===== src/rtl/bist_pkg.sv =====
// Shared constants for the BIST session controller: state encoding, default
// datapath sizing and the default golden signature.
package bist_pkg;

    localparam int SIG_W_DEF    = 4;
    localparam int N_CYCLES_DEF = 31;
    localparam int CNT_W_DEF    = 5;

    localparam logic [SIG_W_DEF-1:0] GOLDEN_DEF = 4'b0000;

    localparam logic [2:0] ST_IDLE    = 3'd0;
    localparam logic [2:0] ST_CLEAR   = 3'd1;
    localparam logic [2:0] ST_RUN     = 3'd2;
    localparam logic [2:0] ST_CAPTURE = 3'd3;
    localparam logic [2:0] ST_DONE    = 3'd4;

    typedef enum logic [2:0] {
        IDLE    = ST_IDLE,
        CLEAR   = ST_CLEAR,
        RUN     = ST_RUN,
        CAPTURE = ST_CAPTURE,
        DONE    = ST_DONE
    } bist_state_e;

endpackage


===== src/rtl/bist_cycle_cnt.sv =====
// Run-length counter for a BIST session: clear, enable, and a terminal-count
// flag raised while the count equals N_CYCLES-1.
module bist_cycle_cnt #(
    parameter int CNT_W    = 5,
    parameter int N_CYCLES = 31
) (
    input  logic clk,
    input  logic rst_b,
    input  logic i_clr,
    input  logic i_en,
    output logic o_tc
);

    logic [CNT_W-1:0] r_cnt;

    always_ff @(posedge clk or negedge rst_b) begin
        if (!rst_b) begin
            r_cnt <= '0;
        end else if (i_clr) begin
            r_cnt <= '0;
        end else if (i_en) begin
            r_cnt <= r_cnt + 1'b1;
        end
    end

    assign o_tc = (r_cnt == CNT_W'(N_CYCLES - 1));

endmodule


===== src/rtl/bist_ctrl.sv =====
// BIST session controller: clears and runs the LFSR/CUT/SISR datapath for
// N_CYCLES clocks, captures the signature and compares it with GOLDEN.
// Optional sticky failure flag: define BIST_CTRL_STICKY_FAIL_EN.
module bist_ctrl
    import bist_pkg::*;
#(
    parameter int               SIG_W    = SIG_W_DEF,
    parameter int               N_CYCLES = N_CYCLES_DEF,
    parameter int               CNT_W    = CNT_W_DEF,
    parameter logic [SIG_W-1:0] GOLDEN   = GOLDEN_DEF
) (
    input  logic             clk,
    input  logic             rst_b,
    input  logic             start,
    input  logic [SIG_W-1:0] sig,
    output logic             bist_rst_b,
    output logic             busy,
    output logic             done,
    output logic             pass,
    output logic [SIG_W-1:0] sig_cap,
`ifdef BIST_CTRL_STICKY_FAIL_EN
    output logic             fail_sticky,
`endif
    output logic [2:0]       dbg_state
);

    bist_state_e      r_state;
    bist_state_e      w_next;
    logic             r_bist_rst_b, w_bist_rst_b;
    logic             r_busy,       w_busy;
    logic             r_done,       w_done;
    logic             r_pass,       w_pass;
    logic [SIG_W-1:0] r_sig_cap,    w_sig_cap;
    logic             w_cnt_clr;
    logic             w_cnt_en;
    logic             w_tc;
    logic             w_capture;

    bist_cycle_cnt #(
        .CNT_W    (CNT_W),
        .N_CYCLES (N_CYCLES)
    ) u_cnt (
        .clk   (clk),
        .rst_b (rst_b),
        .i_clr (w_cnt_clr),
        .i_en  (w_cnt_en),
        .o_tc  (w_tc)
    );

    always_ff @(posedge clk or negedge rst_b) begin
        if (!rst_b) begin
            r_state      <= IDLE;
            r_bist_rst_b <= 1'b0;
            r_busy       <= 1'b0;
            r_done       <= 1'b0;
            r_pass       <= 1'b0;
            r_sig_cap    <= '0;
        end else begin
            r_state      <= w_next;
            r_bist_rst_b <= w_bist_rst_b;
            r_busy       <= w_busy;
            r_done       <= w_done;
            r_pass       <= w_pass;
            r_sig_cap    <= w_sig_cap;
        end
    end

    // Outputs are computed alongside the next state so every port is a flop.
    always_comb begin
        w_next       = r_state;
        w_bist_rst_b = r_bist_rst_b;
        w_busy       = r_busy;
        w_done       = r_done;
        w_pass       = r_pass;
        w_sig_cap    = r_sig_cap;
        w_cnt_clr    = 1'b1;
        w_cnt_en     = 1'b0;
        w_capture    = 1'b0;
        case (r_state)
            IDLE, DONE: begin
                if (start) begin
                    w_next       = CLEAR;
                    w_busy       = 1'b1;
                    w_done       = 1'b0;
                    w_pass       = 1'b0;
                    w_bist_rst_b = 1'b0;
                end
            end
            CLEAR: begin
                w_next       = RUN;
                w_bist_rst_b = 1'b1;
            end
            RUN: begin
                w_cnt_clr = 1'b0;
                w_cnt_en  = !w_tc;
                if (w_tc) begin
                    w_next = CAPTURE;
                end
            end
            CAPTURE: begin
                w_next       = DONE;
                w_capture    = 1'b1;
                w_sig_cap    = sig;
                w_pass       = (sig == GOLDEN);
                w_done       = 1'b1;
                w_busy       = 1'b0;
                w_bist_rst_b = 1'b0;
            end
            default: begin
                w_next = IDLE;
            end
        endcase
    end

`ifdef BIST_CTRL_STICKY_FAIL_EN
    logic r_fail_sticky;

    // Only rst_b clears this; later passing sessions leave it set.
    always_ff @(posedge clk or negedge rst_b) begin
        if (!rst_b) begin
            r_fail_sticky <= 1'b0;
        end else if (w_capture && (sig != GOLDEN)) begin
            r_fail_sticky <= 1'b1;
        end
    end

    assign fail_sticky = r_fail_sticky;
`endif

    assign bist_rst_b = r_bist_rst_b;
    assign busy       = r_busy;
    assign done       = r_done;
    assign pass       = r_pass;
    assign sig_cap    = r_sig_cap;
    assign dbg_state  = r_state;

endmodule


===== config.mk =====
export PLATFORM = sky130hd
export DESIGN_NAME = bist_ctrl
export DESIGN_NICKNAME = d
export VERILOG_FILES = /design/src/rtl/bist_pkg.sv /design/src/rtl/bist_cycle_cnt.sv /design/src/rtl/bist_ctrl.sv
export SDC_FILE = /design/constraint.sdc
export NUM_CORES = 1
export LEC_CHECK = 0
export CAP_MARGIN = 0
export CORE_MARGIN = 2
export CORE_UTILIZATION = 41
export CTS_CLUSTER_SIZE = 8
export DETAILED_ROUTE_END_ITERATION = 10
export PLACE_DENSITY = 0.75
export REMOVE_ABC_BUFFERS = 1
export SYNTH_ARGS = -nofsm -noshare
export SYNTH_HDL_FRONTEND = slang
export SYNTH_SLANG_ARGS = --single-unit

===== constraint.sdc =====
create_clock -name clk -period 1.3 [get_ports clk]
set_input_delay 0.195 -clock clk [delete_from_list [all_inputs] [get_ports clk]]
set_output_delay 0.195 -clock clk [all_outputs]
set_load 0.05 [all_outputs]

==> results of run 1 <==
==> worst reg2reg max path: stages, from the launching register on <==
cell and delay, ns:
dfrtp_1 0.38, inv_1 0.06, ha_2 0.18, nand4_2 0.12
or3b_1 0.38, a21oi_2 0.13
==> metrics by stage <==
stage / setup WS (ns) / util (%)
floorplan: -0.2607 / -
global placement: -0.01975 / 64.22
detailed placement: -0.06098 / 64.22
CTS: -0.01534 / 66.52
global route: -0.09009 / 67.41
finish: -0.01862 / 67.41
==> cell usage in the layout (no fill, tap or decap) <==
cell type	n
nor2_1	5
o21a_1	1
clkbuf_8	1
a211oi_1	1
nand2b_1	2
nor3_1	1
ha_1	1
o21ai_1	1
mux2_1	1
o21ai_0	1
or4b_1	1
nand4_2	1
a211oi_2	1
mux2_2	3
a21oi_1	5
ha_2	1
xnor2_1	3
a21oi_2	1
dfrtp_1	16
o211ai_1	1
or3b_1	1
nor2b_1	1
clkdlybuf4s50_1	6
nand3_1	2
buf_12	11
or4_1	1
nor2_2	1
nand3b_1	1
nor3b_1	1
clkbuf_4	3
nand2_1	1
buf_4	11
inv_1	3
a31oi_1	2
==> final timing paths <==
check	depth (start not counted)	start	slack, ns	end
worst max-delay path	5	u_cnt.r_cnt[0]	-0.02	dbg_state[0]
worst min-delay path	2	rst_b	0.20	sig_cap[2]
worst max register to register	5	u_cnt.r_cnt[0]	-0.02	dbg_state[0]
worst min register to register	1	u_cnt.r_cnt[3]	0.57	u_cnt.r_cnt[3]
max in group asynchronous	2	rst_b	0.92	u_cnt.r_cnt[4]
min in group clk	2	sig[1]	0.52	sig_cap[1]
==> state kept, by name, summed over array words and instances, names as in the netlist <==
register	cells
sig_cap	4
done	1
u_cnt.r_cnt	5
busy	1
bist_rst_b	1
pass	1
dbg_state	3
==> routing by layer <==
metal | track usage, % | wire [µm] | vias up
met4 | 14.29 | 68 | 0
met3 | 5.952 | 80 | 7
met5 | 0 | 0 | -
met2 | 27.61 | 785 | 16
li1 | - | - | 282
met1 | 20.66 | 628 | 294
==> where the power goes <==
part           switching, W  internal (W)  leakage (nW)
clock network      0.000164      0.000171        0.0210
logic              0.000892      0.000877         0.289
registers          0.000176      0.000669         0.204
==> what timing repair did <==
action / CTS / global route
setup buffers: 0 / 1
pin swaps: 0 / 1
cloned: 0 / 0
gates resized for setup: 1 / 2
endpoints found under the setup margin: 1 / 6
==> layout make-up <==
type	instances	area (µm²)	share of cell area, %
flip-flops and latches	16	400.4	35.16
repair buffers	28	362.8	31.87
inverters	3	11.26	0.9890
well taps	17	21.27	1.868
multi-input cells	42	306.5	26.92
clock buffers	4	36.28	3.187
==> logic make-up after synthesis <==
| group | count (synthesis) |
|---|---|
| flip-flops | 16 |
| AO/OA/AOI/OAI | 14 |
| buffers and inverters | 4 |
| AND/OR/NAND/NOR | 19 |
| multiplexers | 4 |
| adder cells (fa/ha/maj) | 2 |
| XOR/XNOR | 3 |
==> impl_metrics.yaml, run 1 <==
placement:
  placed_cell_area_um2: 1085
  dp.cells: 105
  dpl.hpwl_um: 1151
  gp_congestion: 0.7043
  port-buffer-count: 17
timing:
  setup-tns-final_ns: -0.01862
  slew-limit-headroom_pct: 84.41
  hold_violations: 0
  holdWs_ns: 0.2027
  max_freq_ghz: 0.7584
  fin_ws_ns: -0.01862
  period_share_pct: 101.4
  skew_ns: 0.0005098
  finalCriticalPeriod_ns: 1.319
  rsz0062_at_grt: "true"
  setup_viol: 1
  slew_viol_final: 0
  worstMarginPinSlew_ns: 0.2338
route:
  wire_per_inst_um: 14.21
  drt_first_pass_iters: 3
  viasPerCell: 5.445
  drt-initial-drc-count: 3
  wl_um: 1563
  drc: 0
  ant_nets: 0
  vias: 599
cts:
  cts_tree: "built"
  clock-sinks: 16
  htreeDepth: 1
  clk_pin_slew_worst_paths_ns: 0.09
  cts-root-buf: "clkbuf_4"
  clock_latency_ns: 0.29
  cts_buffers: 3
  cts_buffer_depth: 2
  postCtsHoldBufs: 0
outcome:
  outcome: "finished with violations"
  failed_checks: "setup timing"
final_layout:
  fillers: 134
  nets: 103
  drive_gt1_share_pct: 36.56
  final_area_um2: 1139
  area_growth_pct: 59.65
  diodes: 0
  fin_cells: 110
run:
  maxCapViolations: 0
worst_setup_path:
  cpLargestDelayFamily: "simple AND/OR/NAND/NOR gates"
  path_buf_inv: 1
  startpoint_type: "register"
  cp_data_arrival_time_ns: 1.55
  path_class: "register to register"
  worstPathMaxFanout: 2
  slowest_delay_ns: 0.38
  cp.required_ns: 1.53
  critPathSlowestCell: "dfrtp_1"
  cp_cell_sequence: "inv_1 > ha_2 > nand4_2 > or3b_1 > a21oi_2"
  worstSetupEndpointType: "register"
global_routing:
  grt-ovfl-total: 0
  grt_max_degree: 17
  grt_pass1_wl_um: 2546
  grt_pass1_vias: 609
  antenna_found_initial: 0
  grt_usage_pct: 18.11
floorplanning:
  die_area_um2: 2089
  rows: 15
  start_util_pct: 42.22
  die_y_um: 45.71
  coreArea_um2: 1689
  dieWidth_um: 45.71
  io_pins: 18
synthesis:
  synth_fa_ha_area_share_pct: 3.509
  synth_top_area_share_pct: 56.14
  synthMuxAreaShare_pct: 6.316
  yosys.area_share.xor_xnor_pct: 3.684
  synth_edf_count: 0
  syn_avg_cell_area_um2: 11.50
  syn_inst: 62
  synth_seq_area_share_pct: 56.14
  synthesis.area_um2: 713.2
  synth_area_leader_cell: "dfrtp_1"
  ys_types: 27
  synth_top_family_by_area: "simple AND/OR/NAND/NOR gates"
  ys_seq_elements: 16
  synth_flop_cell: "dfrtp_1"
  yosysMostFrequentCell: "dfrtp_1"
  async_reset_ff_share_pct: 100.0
  synth-compound-area-share_pct: 12.11
  ys_top_cells_by_area: "dfrtp_1 56%, mux2_2 4.7%, xnor2_1 3.7%"
  synth-simple-area-share_pct: 15.96
  netlist_top_cells_count: "16 x dfrtp_1, 6 x nor2_1, 5 x a21oi_1"
  yosys_warnings: 0
power:
  p_total_w: 0.002948
  p_leak_nw: 0.5141
  p_per_area_nw_per_um2: 2589
  peakVddDrop_uv: 2261
min_path:
  hold_path_class: "primary input to async pin"
Power figures use the tool's default switching activity.
==> run 2, diff against run 1 <==
--- a/config.mk
+++ b/config.mk
@@ -6,12 +6,14 @@
 export NUM_CORES = 1
 export LEC_CHECK = 0
 export CAP_MARGIN = 0
+export CORE_ASPECT_RATIO = 0.9
 export CORE_MARGIN = 2
 export CORE_UTILIZATION = 41
 export CTS_CLUSTER_SIZE = 8
 export DETAILED_ROUTE_END_ITERATION = 10
 export PLACE_DENSITY = 0.75
 export REMOVE_ABC_BUFFERS = 1
+export SKIP_CTS_REPAIR_TIMING = 1
 export SYNTH_ARGS = -nofsm -noshare
 export SYNTH_HDL_FRONTEND = slang
 export SYNTH_SLANG_ARGS = --single-unit
==> impl_metrics.yaml, run 2 (synthesis gave the netlist of run 1 again) <==
route:
  viasPerCell: 4.966
  drt_first_pass_iters: 4
  vias: 581
  wire_per_inst_um: 14.28
  drt-initial-drc-count: 14
  drc: 0
  wl_um: 1671
  ant_nets: 0
global_routing:
  grt_usage_pct: 19.06
  grt-ovfl-total: 0
  grt_pass1_vias: 621
  grt_max_degree: 17
  grt_pass1_wl_um: 2704
  antenna_found_initial: 0
cts:
  htreeDepth: 1
  clock_latency_ns: 0.28
  cts_buffers: 3
  cts_tree: "built"
  cts-root-buf: "clkbuf_4"
  cts_buffer_depth: 2
  clk_pin_slew_worst_paths_ns: 0.09
  clock-sinks: 16
timing:
  slew_viol_final: 0
  skew_ns: 0.006302
  rsz0062_at_grt: "true"
  hold_violations: 0
  setup_viol: 1
  fin_ws_ns: -0.02105
  finalCriticalPeriod_ns: 1.321
  period_share_pct: 101.6
  max_freq_ghz: 0.7570
  worstMarginPinSlew_ns: 0.2513
  slew-limit-headroom_pct: 83.25
power:
  p_switching_w: 0.001228
  p_per_area_nw_per_um2: 2574
  pwr-share-comb_pct: 60.7
  p_leak_nw: 0.5154
  peakVddDrop_uv: 1564
  power_frac_seq_pct: 28.5
  power.internal_w: 0.001719
  p_sw_share_pct: 41.68
  p_clk_share_pct: 10.9
  p_total_w: 0.002947
final_layout:
  layout_commonest_cell: "dfrtp_1"
  largest_register_ff_count: 5
  utilization_pct: 69.53
  diodes: 0
  regMostFlops: "u_cnt.r_cnt"
  fin_cells: 117
  final_area_um2: 1145
  final_cell_mix: "16 x dfrtp_1, 11 x buf_12, 11 x buf_4, 6 x nor2_1, 6 x clkdlybuf4s50_1"
  drive_gt1_share_pct: 35.48
  nets: 103
  area_growth_pct: 60.53
placement:
  port-buffer-count: 17
  placed_cell_area_um2: 1086
  gp_congestion: 0.7522
  dpl.hpwl_um: 1312
  dp.cells: 111
worst_setup_path:
  startpoint_type: "register"
  cp.required_ns: 1.52
  path_class: "register to register"
  worstSetupEndpointType: "register"
  worstPathMaxFanout: 2
  cp_data_arrival_time_ns: 1.54
floorplanning:
  coreArea_um2: 1647
  start_util_pct: 43.31
  dieWidth_um: 47.97
  rows: 14
  die_y_um: 43.57
  die_area_um2: 2090
  io_pins: 18
run:
  maxCapViolations: 0
outcome:
  failed_checks: "setup timing"
  outcome: "finished with violations"
min_path:
  hold_path_class: "primary input to async pin"
run 2: final cells by class:
type                    count  area [µm²]
repair buffers             28       362.8
inverters                   3       11.26
multi-input cells          42       304.0
flip-flops and latches     16       400.4
fillers                   129       501.7
well taps                  24       30.03
clock buffers               4       36.28
run 2: routing by layer:
layer | vias up | track usage (%) | routed length (µm)
li1 | 281 | - | -
met1 | 285 | 22.58 | 651
met2 | 11 | 31.73 | 945
met3 | 4 | 6.250 | 40
met4 | 0 | 6.486 | 34
met5 | - | 0 | 0
run 2: worst paths after layout:
path,start,endpoint,slack (ns),depth (start not counted)
min,rst_b,dbg_state[0],0.22,2
min in group clk,sig[1],sig_cap[1],0.53,2
max,u_cnt.r_cnt[0],dbg_state[0],-0.02,5
max reg2reg,u_cnt.r_cnt[0],dbg_state[0],-0.02,5
min reg2reg,sig_cap[0],sig_cap[0],0.58,1
max in group asynchronous,rst_b,sig_cap[3],0.90,2
run 2: worst max-delay path, cell delays in order (launching register included):
cell and delay [ns]:
dfrtp_1 0.38, inv_1 0.07, ha_2 0.19, nand4_2 0.11, or3b_1 0.40, a21oi_2 0.12
run 2: metrics by stage:
stage / hold slack (ns) / setup slack (ns) / TNS (ns)
floorplan: -0.1006 / -0.2607 / -1.337
CTS: 0.2220 / -0.03271 / -0.03271
finish: 0.2158 / -0.02105 / -0.02105
detailed placement: 0.5337 / -0.04961 / -0.06434
global route: 0.2234 / -0.08532 / -0.08532
global placement: 0.5309 / -0.01906 / -0.01906
run 2: power by group through the flow:
stage	registers [W]	clock network, W	logic, W
after detailed placement	0.000853	0	0.00176
after CTS	0.000842	0.000326	0.00177
after floorplan	0.00133	0	0.000314
final	0.000840	0.000320	0.00179
after global routing	0.000862	0.000356	0.00187
after global placement	0.000832	0	0.00172
==> run 3, diff against run 2 <==
--- a/config.mk
+++ b/config.mk
@@ -5,13 +5,14 @@
 export SDC_FILE = /design/constraint.sdc
 export NUM_CORES = 1
 export LEC_CHECK = 0
-export CAP_MARGIN = 0
+export ABC_AREA = 1
 export CORE_ASPECT_RATIO = 0.9
 export CORE_MARGIN = 2
-export CORE_UTILIZATION = 41
+export CORE_UTILIZATION = 50
 export CTS_CLUSTER_SIZE = 8
 export DETAILED_ROUTE_END_ITERATION = 10
-export PLACE_DENSITY = 0.75
+export DONT_BUFFER_PORTS = 1
+export PLACE_DENSITY = 0.72
 export REMOVE_ABC_BUFFERS = 1
 export SKIP_CTS_REPAIR_TIMING = 1
 export SYNTH_ARGS = -nofsm -noshare
==> impl_metrics.yaml, run 3 <==
synthesis:
  syn_avg_cell_area_um2: 8.282
  async_reset_ff_share_pct: 100.0
  syn_inst: 92
  synth_edf_count: 0
  yosys_warnings: 0
  netlist_top_cells_count: "35 x nand2_1, 16 x dfrtp_1, 9 x inv_1, 9 x nand3_1, 9 x nor2_1"
  ys_types: 16
  ys_top_cells_by_area: "dfrtp_1 53%, nand2_1 17%, nand3_1 5.9%"
  synth_seq_area_share_pct: 52.55
  yosysMostFrequentCell: "nand2_1"
  synth_top_area_share_pct: 52.55
  synth_area_leader_cell: "dfrtp_1"
  synth_flop_cell: "dfrtp_1"
  ys_seq_elements: 16
  synthesis.area_um2: 762.0
worst_setup_path:
  slowest_delay_ns: 0.50
  path_class: "register to primary output"
  worstPathMaxFanout: 6
  reg2regPathDepth: 4
  cp_cell_sequence: "buf_4"
  timing.rr.end: "u_cnt.r_cnt[2]"
  path_buf_inv: 1
  critPathSlowestCell: "dfrtp_1"
  reg2reg_slack_ns: 0.10
  startpoint_type: "register"
  r2r_start: "u_cnt.r_cnt[0]"
  worstSetupEndpointType: "primary output"
  crit_cells: 1
  cp_data_arrival_time_ns: 1.04
  crit_path_start: "dbg_state[1]"
  cpLargestDelayFamily: "flip-flops"
  critical_path.endpoint: "dbg_state[1]"
  cp.required_ns: 1.11
floorplanning:
  rows: 13
  die_area_um2: 1853
  die_y_um: 41.04
  start_util_pct: 53.23
  io_pins: 18
  coreArea_um2: 1431
  dieWidth_um: 45.15
final_layout:
  final_area_um2: 853.3
  layout_commonest_cell: "nand2_1"
  final_cell_mix: "34 x nand2_1, 15 x dfrtp_1, 9 x inv_1, 9 x nor2_1, 9 x nand3_1"
  area_growth_pct: 11.99
  fillers: 127
  seq_area_um2: 401.6
  diodes: 0
  drive_gt1_share_pct: 18.00
  regMostFlops: "u_cnt.r_cnt"
  utilization_pct: 59.62
  largest_register_ff_count: 5
  nets: 110
  multi_input_area_um2: 325.3
timing:
  worstMarginPinSlew_ns: 0.7094
  slew_viol_final: 0
  period_share_pct: 94.93
  max_freq_ghz: 0.8104
  holdWs_ns: 0.01581
  hold_violations: 0
  skew_ns: 0.001594
  rsz0062_at_grt: "false"
  finalCriticalPeriod_ns: 1.234
  setup_viol: 0
  slew-limit-headroom_pct: 52.55
cts:
  cts_tree: "built"
  cts_buffers: 3
  cts_buffer_depth: 2
  clock-sinks: 16
  clk_pin_slew_worst_paths_ns: 0.09
  htreeDepth: 1
  cts-root-buf: "clkbuf_4"
  clock_latency_ns: 0.28
min_path:
  hold_path_class: "primary input to register"
  min_path_cells: 2
placement:
  port-buffer-count: 0
  gp_congestion: 0.7809
  dpl.hpwl_um: 1040
  placed_cell_area_um2: 803.3
outcome:
  outcome: "completed"
power:
  p_per_area_nw_per_um2: 2680
  peakVddDrop_uv: 1777
  p_leak_nw: 0.4689
global_routing:
  antenna_found_initial: 0
  grt_max_degree: 17
  grt-ovfl-total: 0
  grt_pass1_wl_um: 2297
  grt_pass1_vias: 548
  grt_usage_pct: 17.74
route:
  viasPerCell: 5.087
  wire_per_inst_um: 12.09
  drt-initial-drc-count: 10
  wl_um: 1390
  drc: 0
  drt_first_pass_iters: 4
  ant_nets: 0
  vias: 585
run:
  maxCapViolations: 0
[run 3: changes by cell type after synthesis, sizes merged, moves of 2 or more]
cell | previous run | this run
a211oi | 2 | 0
a21oi | 6 | 1
a31oi | 2 | 0
inv | 3 | 9
mux2 | 4 | 0
nand2 | 1 | 38
nand2b | 2 | 0
nand3 | 2 | 10
nor2 | 6 | 11
o21ai | 2 | 0
xnor2 | 3 | 0
[run 3: logic make-up after synthesis]
logic type | count (synthesis) | share of synthesized area [%]
buf+inv | 10 | 5.089
compound gates | 2 | 2.135
fa+ha+maj | 2 | 3.284
flops | 16 | 52.54
simple gates | 62 | 36.95
[run 3: per-stage QoR]
step	total power [W]	cells	setup slack, ns	setup TNS (ns)
finish	0.002287	115	0.06597	0
global placement	0.001926	110	0.1609	0
floorplan	0.001763	92	-0.01502	-0.02502
detailed placement	0.001959	110	0.1141	0
global route	0.002429	115	0.02830	0
CTS	0.002293	114	0.02965	0
[run 3: per-layer routing]
metal / wire length, µm / global-route usage [%]
met2: 622 / 28.57
met5: 0 / 0
met4: 17 / 6.618
met1: 695 / 24.18
met3: 55 / 3.084
[run 3: power by group]
group	total, W	internal (W)	switching, W	leakage [nW]
clock	0.000323	0.000171	0.000152	0.0210
combinational	0.000742	0.000232	0.000510	0.245
sequential	0.00122	0.000670	0.000553	0.203
[run 3: area by class of cell]
cell class | count | area share, %
sequential | 16 | 47.07
multi-input combinational | 66 | 38.12
inverter | 10 | 4.545
clock buffer | 4 | 4.252
timing repair buffer | 4 | 3.812
tap | 15 | 2.199
[run 3: worst min path at each step]
stage / from / to / slack, ns
finish: sig[1] / sig_cap[1] / 0.02
global route: sig[3] / sig_cap[3] / 0.02
CTS: rst_b / u_cnt.r_cnt[4] / -0.42
detailed placement: rst_b / u_cnt.r_cnt[2] / -0.10
global placement: rst_b / u_cnt.r_cnt[2] / -0.10
floorplan: rst_b / bist_rst_b / -0.10
